[src/rtl/ssd_pkg.sv]
// Shared types and constants for the seven-segment scan driver.
// Segment constants are active-low in the order {g,f,e,d,c,b,a}.
package ssd_pkg;

  localparam int NUM_DIGITS = 4;

  typedef enum logic [1:0] {
    SCAN_D0 = 2'd0,
    SCAN_D1 = 2'd1,
    SCAN_D2 = 2'd2,
    SCAN_D3 = 2'd3
  } scan_state_t;

  // Value and decimal points travel together so a frame always sees a matched pair.
  typedef struct packed {
    logic [15:0] value;
    logic [3:0]  dp;
  } disp_t;

  localparam logic [6:0] SEG_BLANK = 7'h7F;

  localparam logic [6:0] SEG_0 = 7'h40;
  localparam logic [6:0] SEG_1 = 7'h79;
  localparam logic [6:0] SEG_2 = 7'h24;
  localparam logic [6:0] SEG_3 = 7'h30;
  localparam logic [6:0] SEG_4 = 7'h19;
  localparam logic [6:0] SEG_5 = 7'h12;
  localparam logic [6:0] SEG_6 = 7'h02;
  localparam logic [6:0] SEG_7 = 7'h78;
  localparam logic [6:0] SEG_8 = 7'h00;
  localparam logic [6:0] SEG_9 = 7'h10;
  localparam logic [6:0] SEG_A = 7'h08;
  localparam logic [6:0] SEG_B = 7'h03;  // lowercase b
  localparam logic [6:0] SEG_C = 7'h46;
  localparam logic [6:0] SEG_D = 7'h21;  // lowercase d
  localparam logic [6:0] SEG_E = 7'h06;
  localparam logic [6:0] SEG_F = 7'h0E;

endpackage

[src/rtl/ssd_hex_decoder.sv]
// Combinational hex nibble to active-low seven-segment pattern.
module ssd_hex_decoder
  import ssd_pkg::*;
(
  input  logic [3:0] hex,
  output logic [6:0] seg
);

  // Pure lookup; every nibble value is covered so no default is needed for completeness.
  always_comb begin
    case (hex)
      4'h0: seg = SEG_0;
      4'h1: seg = SEG_1;
      4'h2: seg = SEG_2;
      4'h3: seg = SEG_3;
      4'h4: seg = SEG_4;
      4'h5: seg = SEG_5;
      4'h6: seg = SEG_6;
      4'h7: seg = SEG_7;
      4'h8: seg = SEG_8;
      4'h9: seg = SEG_9;
      4'hA: seg = SEG_A;
      4'hB: seg = SEG_B;
      4'hC: seg = SEG_C;
      4'hD: seg = SEG_D;
      4'hE: seg = SEG_E;
      default: seg = SEG_F;
    endcase
  end

endmodule

[src/rtl/ssd_scan_driver.sv]
// Four-digit multiplexed seven-segment scan driver with frame-atomic updates.
// A load goes to a shadow register and is promoted to the display register only
// at a frame boundary, so one scan frame never shows two different values.
// Optional build macro SSD_LEADING_ZERO_BLANK_EN blanks leading zero digits
// (digit 0 always shows); without it all four digits display.
module ssd_scan_driver
  import ssd_pkg::*;
#(
  parameter int CLK_DIV = 100000
) (
  input  logic        clock_in,
  input  logic        reset_n,
  input  logic [15:0] value_in,
  input  logic        load,
  input  logic [3:0]  dp_in,
  output logic [6:0]  seg,
  output logic        dp,
  output logic [3:0]  an,
  output logic        frame_done
);

  localparam int             CW      = $clog2(CLK_DIV);
  localparam logic [CW-1:0]  CNT_MAX = CW'(CLK_DIV - 1);

  logic [CW-1:0] cnt;
  logic          tick;
  logic          boundary;
  scan_state_t   state_q;
  scan_state_t   state_d;
  disp_t         shadow;
  disp_t         display;
  logic          pending;
  logic [3:0]    nibble;
  logic          digit_dp;
  logic          blank;
  logic [6:0]    dec_seg;

  assign tick     = (cnt == CNT_MAX);
  assign boundary = tick && (state_q == SCAN_D3);

  // Prescaler: free-running 0..CLK_DIV-1, one tick per digit slot.
  // NOTE: sequential state uses non-blocking assignments so every flop samples pre-edge values.
  always_ff @(posedge clock_in) begin
    if (!reset_n) cnt <= '0;
    else if (tick) cnt <= '0;
    else           cnt <= cnt + 1'b1;
  end

  // Scan state register.
  always_ff @(posedge clock_in) begin
    if (!reset_n) state_q <= SCAN_D0;
    else          state_q <= state_d;
  end

  // Next scan state: rotate D0->D1->D2->D3->D0, only on tick.
  // NOTE: default assigned first so no path leaves state_d unassigned (no latch).
  always_comb begin
    state_d = state_q;
    if (tick) state_d = scan_state_t'(state_q + 2'd1);
  end

  // Shadow/display double buffer; a load on the boundary tick skips the shadow.
  // NOTE: display storage is reset too, because it drives visible outputs right after release.
  always_ff @(posedge clock_in) begin
    if (!reset_n) begin
      shadow  <= '0;
      display <= '0;
      pending <= 1'b0;
    end else if (load && boundary) begin
      display <= '{value: value_in, dp: dp_in};
      pending <= 1'b0;
    end else begin
      if (boundary && pending) begin
        display <= shadow;
        pending <= 1'b0;
      end
      if (load) begin
        shadow  <= '{value: value_in, dp: dp_in};
        pending <= 1'b1;
      end
    end
  end

  // Select the nibble, decimal point and blanking for the current slot.
  always_comb begin
    nibble   = display.value[3:0];
    digit_dp = display.dp[0];
    blank    = 1'b0;
    case (state_q)
      SCAN_D1: begin nibble = display.value[7:4];   digit_dp = display.dp[1]; end
      SCAN_D2: begin nibble = display.value[11:8];  digit_dp = display.dp[2]; end
      SCAN_D3: begin nibble = display.value[15:12]; digit_dp = display.dp[3]; end
      default: ;
    endcase
`ifdef SSD_LEADING_ZERO_BLANK_EN
    case (state_q)
      SCAN_D1: blank = (display.value[15:4]  == 12'h000);
      SCAN_D2: blank = (display.value[15:8]  == 8'h00);
      SCAN_D3: blank = (display.value[15:12] == 4'h0);
      default: blank = 1'b0;
    endcase
`endif
  end

  ssd_hex_decoder u_hex_decoder (
    .hex (nibble),
    .seg (dec_seg)
  );

  // Output registers: updated only on tick so they hold steady for a full slot.
  always_ff @(posedge clock_in) begin
    if (!reset_n) begin
      an         <= 4'b1111;
      seg        <= SEG_BLANK;
      dp         <= 1'b1;
      frame_done <= 1'b0;
    end else begin
      frame_done <= boundary;
      if (tick) begin
        an  <= ~(4'b0001 << state_q);
        seg <= blank ? SEG_BLANK : dec_seg;
        dp  <= ~digit_dp;
      end
    end
  end

endmodule

[config.mk]
export PLATFORM = sky130hd
export DESIGN_NAME = ssd_scan_driver
export DESIGN_NICKNAME = d
export VERILOG_FILES = /design/src/rtl/ssd_pkg.sv /design/src/rtl/ssd_hex_decoder.sv /design/src/rtl/ssd_scan_driver.sv
export SDC_FILE = /design/constraint.sdc
export NUM_CORES = 1
export LEC_CHECK = 0
export ABC_AREA = 1
export CAP_MARGIN = 20
export CORE_MARGIN = 3
export CORE_UTILIZATION = 42
export CTS_BUF_LIST = sky130_fd_sc_hd__clkbuf_4
export DETAILED_ROUTE_END_ITERATION = 7
export GPL_TIMING_DRIVEN = 0
export PLACE_DENSITY = 0.71
export SYNTH_ARGS = -nofsm -noshare
export SYNTH_HDL_FRONTEND = slang
export SYNTH_SLANG_ARGS = --single-unit
[constraint.sdc]
create_clock -name clock_in -period 4.1 [get_ports clock_in]
set_input_delay 0.615 -clock clock_in [delete_from_list [all_inputs] [get_ports clock_in]]
set_output_delay 0.615 -clock clock_in [all_outputs]
set_load 0.01 [all_outputs]
After elaboration in Yosys (flattened, before gate mapping)
Memory sizes are Yosys's and may differ from the RTL's. A register that Yosys moved wholly into a read port is not among the register bits.
Cells that the tools add are included.
W data, S select, Z words.
{ "op_classes": {"n_addsub": 2, "eq_ne": 4, "shifts": 1, "muxes": 6, "bitwise": 4, "n_reduce_logical": 9} }
{ "op_table": {"columns": ["operator", "n"], "rows": [
  ["$mux W20", 2],
  ["$add A17 B1 Y17 const B", 1],
  ["$eq A17 B17 Y1 const B", 1],
  ["$pmux W4 S3", 1],
  ["$eq A2 B2 Y1 const B", 2],
  ["$not A4 Y4", 1],
  ["$reduce_bool A2 Y1", 2],
  ["$reduce_or A2 Y1", 2],
  ["$shl A1 B2 Y4 const A", 1],
  ["$logic_and A1 B1 Y1", 3],
  ["$not A1 Y1", 3],
  ["$pmux W1 S3", 1],
  ["$add A2 B1 Y2 const B", 1],
  ["$eq A2 B1 Y1 const B", 1],
  ["$mux W1", 2],
  ["$reduce_and A2 Y1", 1],
  ["$logic_not A1 Y1", 1]
]} }
{ "totals": {"reg_bits": 66, "rom_bits": 112, "inputBits": 23, "output_inout_bits": 13, "memories": 1} }
{ "mem_list": {"columns": ["memory", "words", "word_bits", "read_ports", "rd_clocked_by_memory_dff", "write_ports", "line_no", "rtl"], "rows": [
  ["(no name shown)", 16, 7, 1, 1, 0, "ssd_hex_decoder.sv:11", "case (hex)"]
]} }

Logic depth before layout (Yosys ltp)
{ "logic_depth": {"word_depth": 5, "ltp_mapped": 13, "depth_no_buf": 13} }

Hierarchy
Synthesis repeated with hierarchy kept, for this count alone.
{ "unflattened": {"hier_cells": 522, "area_unflattened_um2": 3653.5} }
{ "by_module_without_submodules": {"columns": ["module", "n_inst", "cells_per_inst", "area_per_inst_um2", "seq_area_each_um2"], "rows": [
  ["ssd_scan_driver", 1, 473, 3379.5, 1461.4],
  ["ssd_hex_decoder", 1, 49, 274.0, 0.0]
]} }

Least setup slack after synthesis
Ideal clock, no wire load.
{ "synth_path": {"path_type": "reg-to-reg", "startpoint": "register state_q[0]", "endpoint": "register seg[5]", "setup_ps": 117, "arrival_time_ps": 1855, "t_required_ps": 3983, "slack_ps": 2128, "path_stages_with_launch": 12, "n_path_buf": 0, "period_less_slack_ps": 1972, "path_cell_list": "dfxtp_1 -> inv_1 -> ha_1 -> inv_1 -> nand2_1 -> o22ai_1 -> inv_1 -> ha_1 -> nand2_1 -> o21ai_0 -> nand2_1 -> a21oi_2"} }
{ "synth_between": {"elab_chain_cells": 2, "word_cells_on_any_way": 4, "cone_classes": "eq/ne (3); mux (1)"} }
{ "synth_rtl": {"columns": ["element", "line_no", "rtl"], "rows": [
  ["start, declared", "ssd_scan_driver.sv:28", "scan_state_t state_q;"],
  ["start signal, assigned", "ssd_scan_driver.sv:52", "else state_q <= state_d;"],
  ["$eq A2 B2 Y1 / $eq A2 B1 Y1 (equally long branches)", "ssd_scan_driver.sv:89", "case (state_q)"],
  ["$pmux W4 S3 *", "ssd_scan_driver.sv:89", null],
  ["end, declared", "ssd_scan_driver.sv:16", "output logic [6:0] seg,"]
]} }
Every way passes the cells marked *; elsewhere a longest branch is shown, timed or not.
A chain may end at the register's enable or synchronous reset.

Worst setup path after layout
{ "layout_path": {"startpoint": "register state_q[0]", "endpoint": "register seg[3]"} }
Same word-level chain as after synthesis.

==> impl_results.html <==
<table>
<tr><th>Metric</th><th>Value</th></tr>
<tr><th colspan="2">CTS</th></tr>
<tr><td>Cell at the root of the clock tree</td><td>clkbuf_4</td></tr>
<tr><td>Post-CTS Hold Buffers</td><td>0</td></tr>
<tr><td>Cts repair resizes</td><td>0</td></tr>
<tr><td>Setup bufs post-CTS</td><td>0</td></tr>
<tr><td>Number of buffers added by the clock tree synthesis step</td><td>9</td></tr>
<tr><td>Clock latency at the later pin of the worst-skew pair</td><td>420 ps</td></tr>
<tr><td>Number of H-tree branching levels</td><td>3</td></tr>
<tr><td>Number of clock sinks seen by CTS</td><td>73</td></tr>
<tr><td>Clk pin slew, worst setup/hold paths</td><td>110 ps</td></tr>
<tr><td>CTS tree</td><td>yes</td></tr>
<tr><td>Maximum buffer depth of the clock tree</td><td>2</td></tr>
<tr><th colspan="2">STA</th></tr>
<tr><td>Setup skew after layout</td><td>24.7 ps</td></tr>
<tr><td>Total negative slack for setup checks</td><td>0 ps</td></tr>
<tr><td>Unrepaired setup endpoints after global routing</td><td>no</td></tr>
<tr><td>Post-route clock period utilization</td><td>0.596</td></tr>
<tr><td>Count of pins over their slew limit</td><td>0</td></tr>
<tr><td>Final worst path period need</td><td>2440 ps</td></tr>
<tr><td>Relative slew slack</td><td>0.636</td></tr>
<tr><td>Highest Clock Rate</td><td>409 MHz</td></tr>
<tr><td>Final worst-path setup slack</td><td>1660 ps</td></tr>
<tr><td>Measured slew at the worst slew-check pin</td><td>546 ps</td></tr>
<tr><td>Count of endpoints failing setup in the final report</td><td>0</td></tr>
<tr><td>Total count of hold-check failures in the final report</td><td>0</td></tr>
<tr><th colspan="2">Setup path</th></tr>
<tr><td>Critical Path Sink Type</td><td>register</td></tr>
<tr><td>End of the worst register-to-register path</td><td>seg[3]</td></tr>
<tr><td>Register-to-register path setup slack</td><td>1660 ps</td></tr>
<tr><td>CP Cell Sequence</td><td>inv_1, ha_1, inv_1, nand2_1, o22ai_1, inv_1, ha_1, nand2_1, nand3_1, nand3_1, nand2_1</td></tr>
<tr><td>CP Class</td><td>register to register</td></tr>
<tr><td>Crit path DAT</td><td>2760 ps</td></tr>
<tr><td>CP bufs+invs</td><td>3</td></tr>
<tr><td>Beginning of the worst register-to-register path</td><td>state_q[0]</td></tr>
<tr><td>Startpoint class of the critical path</td><td>register</td></tr>
<tr><td>Data required time of the critical path</td><td>4420 ps</td></tr>
<tr><td>Slowest-stage cell, CP</td><td>o22ai_1</td></tr>
<tr><td>Count of cells along the worst register-to-register path</td><td>11</td></tr>
<tr><td>Largest fanout on the critical path</td><td>7</td></tr>
<tr><td>Maximum cell stage delay along the critical path</td><td>440 ps</td></tr>
<tr><td>Gate family responsible for the most delay along the worst path</td><td>adder cells</td></tr>
<tr><th colspan="2">Routing</th></tr>
<tr><td>WL per Instance</td><td>11.5 µm</td></tr>
<tr><td>Vias per inst</td><td>4.71</td></tr>
<tr><td>Post-DRT Antenna Nets</td><td>0</td></tr>
<tr><td>First-iteration detailed-routing DRC count</td><td>101</td></tr>
<tr><td>Detailed-router iteration count before antenna repair</td><td>4</td></tr>
<tr><td>Wire length reported by the detailed router</td><td>8060 µm</td></tr>
<tr><td>DRC violation count after routing</td><td>0</td></tr>
<tr><td>Count of vias placed by the detailed router</td><td>3,303</td></tr>
<tr><th colspan="2">Run</th></tr>
<tr><td>Max-capacitance violation count</td><td>0</td></tr>
<tr><th colspan="2">Hold path</th></tr>
<tr><td>Min-delay src</td><td>cnt[0]</td></tr>
<tr><td>Class of the tightest hold or removal check</td><td>register to register</td></tr>
<tr><td>Worst hold path depth</td><td>1</td></tr>
<tr><td>Endpoint of the worst hold-timing path</td><td>cnt[0]</td></tr>
<tr><th colspan="2">Final layout</th></tr>
<tr><td>Count of fill cells added during filler insertion</td><td>842</td></tr>
<tr><td>Most common library cell in the layout ignoring fill and taps</td><td>nand2_1</td></tr>
<tr><td>Commonest cells after routing, fill and taps aside</td><td>nand2_1, nor2_1, dfxtp_1, inv_1, a21oi_1</td></tr>
<tr><td>Fraction of final layout cells sized beyond drive strength 1</td><td>0.119</td></tr>
<tr><td>Antenna diode count</td><td>0</td></tr>
<tr><td>Multi-input combinational cell area</td><td>1830 µm²</td></tr>
<tr><td>Area added between synthesis and finish</td><td>15.8%</td></tr>
<tr><td>Net count, final</td><td>626</td></tr>
<tr><td>Area used by sequential logic in the layout</td><td>1460 µm²</td></tr>
<tr><th colspan="2">Synth</th></tr>
<tr><td>FF+latch count, synth</td><td>73</td></tr>
<tr><td>Synth top area share</td><td>0.396</td></tr>
<tr><td>Count of flip-flops with a built-in enable after synthesis</td><td>0</td></tr>
<tr><td>Distinct cell type count of the synthesized netlist</td><td>36</td></tr>
<tr><td>Most used flip-flop cell after synthesis</td><td>dfxtp_1</td></tr>
<tr><td>Synthesized area per cell</td><td>6.76 µm²</td></tr>
<tr><td>Most area-consuming cells after synthesis</td><td>dfxtp_1, nand2_1, nor2_1</td></tr>
<tr><td>Synthesis Warnings</td><td>0</td></tr>
<tr><td>Sequential cell area fraction in the yosys report</td><td>0.396</td></tr>
<tr><td>Synthesized instance count</td><td>546</td></tr>
<tr><td>Synth async-reset ratio</td><td>0</td></tr>
<tr><td>Netlist area before placement</td><td>3690 µm²</td></tr>
<tr><td>Post-Syn Nets</td><td>581</td></tr>
<tr><td>Biggest area consumer among synthesized cells</td><td>dfxtp_1</td></tr>
<tr><th colspan="2">Power and ir drop</th></tr>
<tr><td>Power density over the cells</td><td>283 nW/µm²</td></tr>
<tr><td>IR Drop Worst-Case VDD</td><td>0.000154 V</td></tr>
<tr><td>Standby leakage power</td><td>0.00196 µW</td></tr>
<tr><th colspan="2">Die</th></tr>
<tr><td>Number of I/O pins</td><td>36</td></tr>
<tr><td>Number of core rows</td><td>33</td></tr>
<tr><td>Placeable core region</td><td>8380 µm²</td></tr>
<tr><td>Die width</td><td>99.7 µm</td></tr>
<tr><td>Vertical die dimension</td><td>99.7 µm</td></tr>
<tr><td>Starting utilization of the core area</td><td>0.440</td></tr>
<tr><td>Die Footprint</td><td>9950 µm²</td></tr>
<tr><th colspan="2">Global routing</th></tr>
<tr><td>Initial antenna violation count</td><td>0</td></tr>
<tr><td>Wire length of the first global-routing pass</td><td>13,800 µm</td></tr>
<tr><td>Sum of overflow across all layers after global routing</td><td>0</td></tr>
<tr><td>Vias in the first global route</td><td>3,135</td></tr>
<tr><td>Maximum number of pins on one net before global-route repair</td><td>13</td></tr>
<tr><td>Total GRT Usage</td><td>0.171</td></tr>
<tr><th colspan="2">Placed design</th></tr>
<tr><td>Setup WS pre-CTS</td><td>1750 ps</td></tr>
<tr><td># port buffers</td><td>34</td></tr>
<tr><td>Final HPWL from detailed placement</td><td>6140 µm</td></tr>
<tr><td>Final GP Congestion</td><td>0.799</td></tr>
<tr><th colspan="2">Run status</th></tr>
<tr><td>Run status</td><td>finished, final reports clean</td></tr>
</table>
[Yosys cell counts (3+ instances only)]
master / instances
o21ai_1: 3
nand3_1: 15
nor3_1: 7
xor2_1: 6
buf_2: 10
clkbuf_1: 4
inv_2: 9
ha_1: 12
a21oi_1: 39
buf_6: 3
o21ai_0: 24
nand2_1: 147
nor2_1: 81
dfxtp_1: 73
inv_1: 66
nor2_2: 5
or2_2: 16
o22ai_1: 3
nand2_2: 3
[area by class of cell]
| class | instances | share of cell area |
|---|---|---|
| Clock buffer | 10 | 0.0176 |
| Buffer | 19 | 0.0266 |
| Clock inverter | 6 | 0.00820 |
| Inverter | 76 | 0.0673 |
| Sequential cell | 73 | 0.342 |
| Tap cell | 105 | 0.0307 |
| Timing Repair Buffer | 34 | 0.0796 |
| Multi-Input combinational cell | 378 | 0.428 |
[report_power, final]
part | internal, µW | total (µW) | switching [µW]
sequential | 726 | 734 | 8.22
combinational | 48.0 | 97.9 | 49.9
clock | 128 | 377 | 250
total | 901 | 1210 | 308
[sequential cells by signal, indices dropped and copies added, names as in the netlist]
register    count
seg             7
state_q         2
frame_done      1
an              4
cnt            17
display        20
pending         1
shadow         20
dp              1
[kinds of logic after synthesis]
family,Yosys count,share of synthesized area
AO/OA/AOI/OAI,77,0.115
XOR/XNOR,7,0.0166
adder cells (fa/ha/maj),12,0.0407
buffers and inverters,95,0.109
flip-flops,73,0.396
AND/OR/NAND/NOR,282,0.323
[worst max path at each step]
stage | start | end | slack [ps] | cells after the start
floorplan | state_q[0] | seg[5] | 2130 | 11
global placement | state_q[0] | seg[5] | 1860 | 11
detailed placement | state_q[0] | seg[3] | 1750 | 11
CTS | state_q[0] | seg[3] | 1710 | 11
global route | state_q[0] | seg[5] | 1500 | 11
finish | state_q[0] | seg[3] | 1660 | 11
[metal layers]
metal	global-route usage	wire length, µm	part of all wire	vias up
li1	-	-	-	1761
met3	0.0470	377	0.047	8
met4	0.0452	86	0.011	0
met1	0.214	3710	0.46	1471
met5	0	0	0	-
met2	0.290	3890	0.48	63
[stage by stage]
step                      total power [µW]  hold slack [ps]   util  area [µm²]  std cells
after floorplan                        812              417      -        3690        546
after global placement                 845              430  0.497        4160        685
after detailed placement               849              451  0.497        4160        685
after CTS                             1230              472  0.510        4270        701
after global routing                  1270              507  0.510        4270        701
final                                 1210              476  0.510        4270        701
(Power assumes the default switching activity.)
